## src/rtl/gemm_tile_data_mover.sv

```systemverilog
// Tile sequencer for the GEMM systolic array: per tile, preloads PE_SIZE weight rows,
// streams act_len activation rows, then idles DRAIN_CYCLES before the next tile.
module gemm_tile_data_mover #(
   parameter int PE_SIZE         = 16,
   parameter int MEM0_DATA_WIDTH = 128,
   parameter int MEM1_DATA_WIDTH = 128,
   parameter int MEM0_ADDR_WIDTH = 10,
   parameter int MEM1_ADDR_WIDTH = 10,
   parameter int TILE_CNT_WIDTH  = 6,
   parameter int DRAIN_CYCLES    = 15
) (
   input  logic                       clk,
   input  logic                       rst,
   input  logic                       start_i,
   input  logic [TILE_CNT_WIDTH-1:0]  num_tiles_i,
   input  logic [MEM1_ADDR_WIDTH:0]   act_len_i,
   input  logic [MEM0_ADDR_WIDTH-1:0] mem0_base_i,
   input  logic                       stall_i,
   input  logic [MEM0_DATA_WIDTH-1:0] mem0_q0,
   output logic [MEM0_ADDR_WIDTH-1:0] mem0_addr0,
   output logic                       mem0_ce0,
   output logic                       mem0_we0,
   input  logic [MEM1_DATA_WIDTH-1:0] mem1_q0,
   output logic [MEM1_ADDR_WIDTH-1:0] mem1_addr0,
   output logic                       mem1_ce0,
   output logic                       mem1_we0,
   output logic [MEM0_DATA_WIDTH-1:0] w_data_o,
   output logic                       w_valid_o,
   output logic                       w_last_o,
   output logic [MEM1_DATA_WIDTH-1:0] a_data_o,
   output logic                       a_valid_o,
   output logic                       a_last_o,
   output logic [TILE_CNT_WIDTH-1:0]  tile_idx_o,
   output logic                       busy_o,
   output logic                       done_o
);

   localparam int ROW_W = (PE_SIZE > 1) ? $clog2(PE_SIZE) : 1;
   localparam int DRN_W = (DRAIN_CYCLES > 1) ? $clog2(DRAIN_CYCLES) : 1;
   localparam int LEN_W = MEM1_ADDR_WIDTH + 1;
   localparam logic [LEN_W-1:0] LEN_MAX = {1'b1, {MEM1_ADDR_WIDTH{1'b0}}};

   localparam logic [2:0] S_IDLE     = 3'd0;
   localparam logic [2:0] S_LOAD_W   = 3'd1;
   localparam logic [2:0] S_STREAM_A = 3'd2;
   localparam logic [2:0] S_DRAIN    = 3'd3;
   localparam logic [2:0] S_DONE     = 3'd4;

   logic [2:0]                 state;
   logic [TILE_CNT_WIDTH-1:0]  tile;
   logic [ROW_W-1:0]           row;
   logic [MEM1_ADDR_WIDTH-1:0] arow;
   logic [DRN_W-1:0]           drain_cnt;
   logic [TILE_CNT_WIDTH-1:0]  num_tiles_q;
   logic [LEN_W-1:0]           act_len_q;
   logic [MEM0_ADDR_WIDTH-1:0] base_q;
   logic [MEM0_ADDR_WIDTH-1:0] w_addr_q;
   logic [MEM1_ADDR_WIDTH-1:0] a_addr_q;
   logic [MEM0_ADDR_WIDTH-1:0] w_addr_calc;
   logic                       w_valid_q, a_valid_q, w_last_q, a_last_q;
   logic                       row_last, arow_last, drain_last, tile_last;

   assign mem0_ce0 = (state == S_LOAD_W) && !stall_i;
   assign mem1_ce0 = (state == S_STREAM_A) && !stall_i;
   assign mem0_we0 = 1'b0;
   assign mem1_we0 = 1'b0;

   assign row_last   = (row == ROW_W'(PE_SIZE - 1));
   assign arow_last  = ({1'b0, arow} == (act_len_q - LEN_W'(1)));
   assign drain_last = (drain_cnt == DRN_W'(DRAIN_CYCLES - 1));
   assign tile_last  = (tile == (num_tiles_q - TILE_CNT_WIDTH'(1)));

   // Address arithmetic is done at the memory width so it wraps naturally.
   assign w_addr_calc = base_q + MEM0_ADDR_WIDTH'(tile) * MEM0_ADDR_WIDTH'(PE_SIZE)
                        + MEM0_ADDR_WIDTH'(row);

   assign mem0_addr0 = mem0_ce0 ? w_addr_calc : w_addr_q;
   assign mem1_addr0 = mem1_ce0 ? arow : a_addr_q;

   assign w_data_o   = mem0_q0;
   assign a_data_o   = mem1_q0;
   assign w_valid_o  = w_valid_q;
   assign a_valid_o  = a_valid_q;
   assign w_last_o   = w_last_q;
   assign a_last_o   = a_last_q;
   assign tile_idx_o = tile;
   assign busy_o     = (state == S_LOAD_W) || (state == S_STREAM_A) || (state == S_DRAIN);
   assign done_o     = (state == S_DONE);

   always_ff @(posedge clk) begin
      if (rst) begin
         state       <= S_IDLE;
         tile        <= '0;
         row         <= '0;
         arow        <= '0;
         drain_cnt   <= '0;
         num_tiles_q <= '0;
         act_len_q   <= '0;
         base_q      <= '0;
         w_addr_q    <= '0;
         a_addr_q    <= '0;
         w_valid_q   <= 1'b0;
         a_valid_q   <= 1'b0;
         w_last_q    <= 1'b0;
         a_last_q    <= 1'b0;
      end else begin
         w_valid_q <= mem0_ce0;
         a_valid_q <= mem1_ce0;
         w_last_q  <= mem0_ce0 && row_last;
         a_last_q  <= mem1_ce0 && arow_last;
         if (mem0_ce0) w_addr_q <= w_addr_calc;
         if (mem1_ce0) a_addr_q <= arow;

         case (state)
            S_IDLE: begin
               if (start_i) begin
                  num_tiles_q <= num_tiles_i;
                  act_len_q   <= (act_len_i > LEN_MAX) ? LEN_MAX : act_len_i;
                  base_q      <= mem0_base_i;
                  tile        <= '0;
                  row         <= '0;
                  arow        <= '0;
                  drain_cnt   <= '0;
                  state       <= (num_tiles_i == '0 || act_len_i == '0) ? S_DONE : S_LOAD_W;
               end
            end
            S_LOAD_W: begin
               if (!stall_i) begin
                  if (row_last) begin
                     row   <= '0;
                     state <= S_STREAM_A;
                  end else begin
                     row <= row + ROW_W'(1);
                  end
               end
            end
            S_STREAM_A: begin
               if (!stall_i) begin
                  if (arow_last) begin
                     arow  <= '0;
                     state <= S_DRAIN;
                  end else begin
                     arow <= arow + MEM1_ADDR_WIDTH'(1);
                  end
               end
            end
            S_DRAIN: begin
               if (drain_last) begin
                  drain_cnt <= '0;
                  if (tile_last) begin
                     state <= S_DONE;
                  end else begin
                     tile  <= tile + TILE_CNT_WIDTH'(1);
                     state <= S_LOAD_W;
                  end
               end else begin
                  drain_cnt <= drain_cnt + DRN_W'(1);
               end
            end
            S_DONE:  state <= S_IDLE;
            default: state <= S_IDLE;
         endcase
      end
   end

endmodule
```

## config.mk

```make
export PLATFORM = sky130hd
export DESIGN_NAME = gemm_tile_data_mover
export DESIGN_NICKNAME = d
export VERILOG_FILES = /design/src/rtl/gemm_tile_data_mover.sv
export SDC_FILE = /design/constraint.sdc
export NUM_CORES = 1
export LEC_CHECK = 0
export ABC_AREA = 1
export BUFFER_PORTS_ARGS = -buffer_cell sky130_fd_sc_hd__buf_2
export CELL_PAD_IN_SITES_DETAIL_PLACEMENT = 1
export CELL_PAD_IN_SITES_GLOBAL_PLACEMENT = 2
export CORE_AREA = 2 2 222 224
export CTS_BUF_LIST = sky130_fd_sc_hd__clkbuf_4 sky130_fd_sc_hd__clkbuf_8
export CTS_CLUSTER_SIZE = 14
export DETAILED_ROUTE_END_ITERATION = 8
export DIE_AREA = 0 0 224 226
export PLACE_DENSITY = 0.73
export SLEW_MARGIN = 20
export SYNTH_ARGS = -nofsm -noshare
export SYNTH_HDL_FRONTEND = slang
export SYNTH_SLANG_ARGS = --single-unit
```

## constraint.sdc

```tcl
create_clock -name clk -period 4.8 [get_ports clk]
set_input_delay 0.24 -clock clk [delete_from_list [all_inputs] [get_ports clk]]
set_output_delay 0.24 -clock clk [all_outputs]
set_load 0.02 [all_outputs]
```

==> results.json <==
{
  "grt_pass1_wl_um": 30000,
  "status": "finished clean",
  "num-fill-cells": 5871,
  "max_freq_mhz": 339,
  "io_buffers": 64,
  "hpwlAfterDp_um": 16700,
  "synth.most_common_cell": "buf_4",
  "synthArstFlopShare": 0,
  "grt_use_total": 0.0803,
  "drt_iter0_markers": 128,
  "ys_seq_area_frac": 0.245,
  "synth_edf_count": 0,
  "setup_viol": 0,
  "power_density_nw_per_um2": 453,
  "max_slew_margin": 0.568,
  "antenna_cells": 0,
  "clock-sinks": 78,
  "vias_per_cell": 3.44,
  "area_growth_pct": -10.2,
  "core_um2": 48300,
  "crit_path_max_fanout": 5,
  "leakage_nw": 2.57,
  "drcViolationCount": 0,
  "multi_input_area_um2": 2490,
  "yosys_warnings": 0,
  "cts-root-buf": "clkbuf_8",
  "synth.distinct_cells": 46,
  "grt_pass1_vias": 4786,
  "skew_ns": 0.0160,
  "grt_overflow": 0,
  "rows": 81,
  "vias": 4586,
  "wl_per_cell_um": 15.4,
  "crit_arrival_ns": 2.71,
  "fin_cells": 1334,
  "final_nets": 1011,
  "fin_setup_tns_ns": 0,
  "r2r_start": "row[0]$_SDFFE_PP0P_",
  "critPathLaunchType": "flop",
  "grt_max_degree": 54,
  "finalCritPeriodShare": 0.614,
  "hp-start": "mem0_base_i[8]",
  "max_cap_viol_count": 0,
  "hp-class": "input pin to flop",
  "post-cts-setup-buffers": 0,
  "min_period_ns": 2.95,
  "cts_hold_buf": 0,
  "vdd_ir_drop_max_mv": 0.190,
  "dp_cells": 1318,
  "hold_viol": 0,
  "io_pins": 579,
  "die-area_um2": 50600,
  "rsz0062_at_grt": "false",
  "totalWireLength_um": 20600,
  "netlist_area_um2": 6380,
  "worst_slack_ns": 1.85,
  "ctsResizeCount": 0,
  "start_util": 0.132,
  "antenna_found_initial": 2,
  "ys.flop_type": "dfxtp_1",
  "cts_max_level": 3,
  "synthCells": 905,
  "cts_buffer_depth": 2,
  "end_kind": "primary output",
  "regArea_um2": 1560,
  "cp.required_ns": 4.56,
  "ant_nets": 0,
  "synth_top_area_cell": "buf_4",
  "ys_top_cells_by_count": "buf_4, nand2_1, inv_1",
  "drt-pass1-iter-count": 4,
  "layout-drive-gt1-share": 0.174,
  "syn_area_per_cell_um2": 7.05,
  "pre_cts_slack_ns": 2.27,
  "numCtsBuffers": 9,
  "cp-startpoint": "row[0]$_SDFFE_PP0P_",
  "synth.ff_latch_count": 78,
  "die_x_um": 224,
  "die_h_um": 226,
  "cts_tree": "yes",
  "netlist.area_leader.share": 0.303,
  "synth_area_leaders": "buf_4, dfxtp_1, nand2_1, inv_1, nor2_1",
  "worst_pin_slew_ns": 0.648,
  "hold_ws_ns": 0.0986,
  "post-route-util": 0.119,
  "path_class": "flop to primary output",
  "clock_latency_ns": 0.39,
  "drv_slew": 0,
  "place_congestion": 0.741,
  "clk_pin_slew_ns": 0.08
}
[final cells by class]
| type | count | area share |
|---|---|---|
| Sequential cell | 78 | 0.272 |
| Timing Repair Buffer | 65 | 0.0572 |
| Multi-Input combinational cell | 468 | 0.435 |
| Inverter | 85 | 0.0565 |
| Clock buffer | 11 | 0.0242 |
| Clock inverter | 5 | 0.0186 |
| Tap cell | 622 | 0.136 |
[worst max-delay path, cell delays in order (launching register included)]
cell	delay, ns
dfxtp_1	0.41
ha_1	0.24
inv_1	0.07
fa_1	0.40
o21ai_0	0.20
nand2_1	0.09
a21boi_0	0.22
o21ai_0	0.12
nand2_1	0.09
xor2_1	0.16
nand2_1	0.06
nand2_1	0.08
inv_1	0.04
buf_2	0.15
[sequential cells by signal (all words and copies together) (netlist names)]
signal / flops
state: 3
a_valid_o: 1
base_q: 10
w_valid_o: 1
drain_cnt: 4
num_tiles_q: 6
w_last_o: 1
act_len_q: 11
a_addr_q: 10
w_addr_q: 10
a_last_o: 1
row: 4
tile_idx_o: 6
arow: 10
[per-stage QoR]
step	power (mW)	instance area, µm²
4_1_cts	2.67	5730
2_1_floorplan	1.96	6390
6_report	2.59	5730
5_1_grt	2.84	5730
3_5_place_dp	2.00	5490
3_3_place_gp	1.98	5490
[per-layer routing]
metal	wire, µm	global-route usage	vias up
met1	7610	0.0800	2080
li1	-	-	2187
met5	0	0	-
met3	2080	0.0390	96
met2	9850	0.137	223
met4	1020	0.0456	0
[path summary, 6_finish.rpt]
path                             to  slack, ns  depth (start not counted)
max                   mem0_addr0[6]       1.85                         13
min          base_q[8]$_SDFFE_PP0P_        0.1                          3
max reg2reg  w_addr_q[6]$_SDFF_PP0_       2.50                         12
min reg2reg  base_q[0]$_SDFFE_PP0P_       0.48                          2
[where the power goes]
| group | switching [mW] | internal (mW) |
|---|---|---|
| registers | 0.0848 | 0.748 |
| logic | 0.767 | 0.364 |
| clock network | 0.271 | 0.359 |
[kinds of logic (layout without fill, tap and decap cells)]
logic type,after synthesis,after routing,share of synthesized area
buffers and inverters,360,166,0.365
AND/OR/NAND/NOR,317,317,0.227
AO/OA/AOI/OAI,107,107,0.0937
flip-flops,78,78,0.245
XOR/XNOR,25,25,0.0343
adder cells (fa/ha/maj),17,17,0.0345
other,1,2,0.000588
[placed cells by master, fill, tap and decap left out, types with 3 or more instances in the layout]
| cell | netlist | routed |
|---|---|---|
| a21oi_1 | 49 | 49 |
| xnor2_1 | 7 | 7 |
| a31oi_1 | 3 | 3 |
| or2_2 | 20 | 20 |
| clkbuf_8 | 0 | 9 |
| nand4_1 | 12 | 12 |
| inv_1 | 82 | 82 |
| nand2_1 | 146 | 146 |
| o21ai_0 | 32 | 32 |
| nor2_4 | 3 | 3 |
| buf_2 | 4 | 64 |
| nand2_2 | 5 | 5 |
| xor2_1 | 18 | 18 |
| nand3_1 | 28 | 28 |
| ha_1 | 16 | 16 |
| nor4_1 | 3 | 3 |
| dfxtp_1 | 78 | 78 |
| nor2_2 | 4 | 4 |
| nand3b_1 | 5 | 5 |
| nor3_1 | 8 | 8 |
| nor2_1 | 73 | 73 |
| a211oi_1 | 7 | 7 |
| o21ai_1 | 3 | 3 |
| bufinv_16 | 0 | 3 |
No activity file was read; power rests on OpenSTA's default activity.
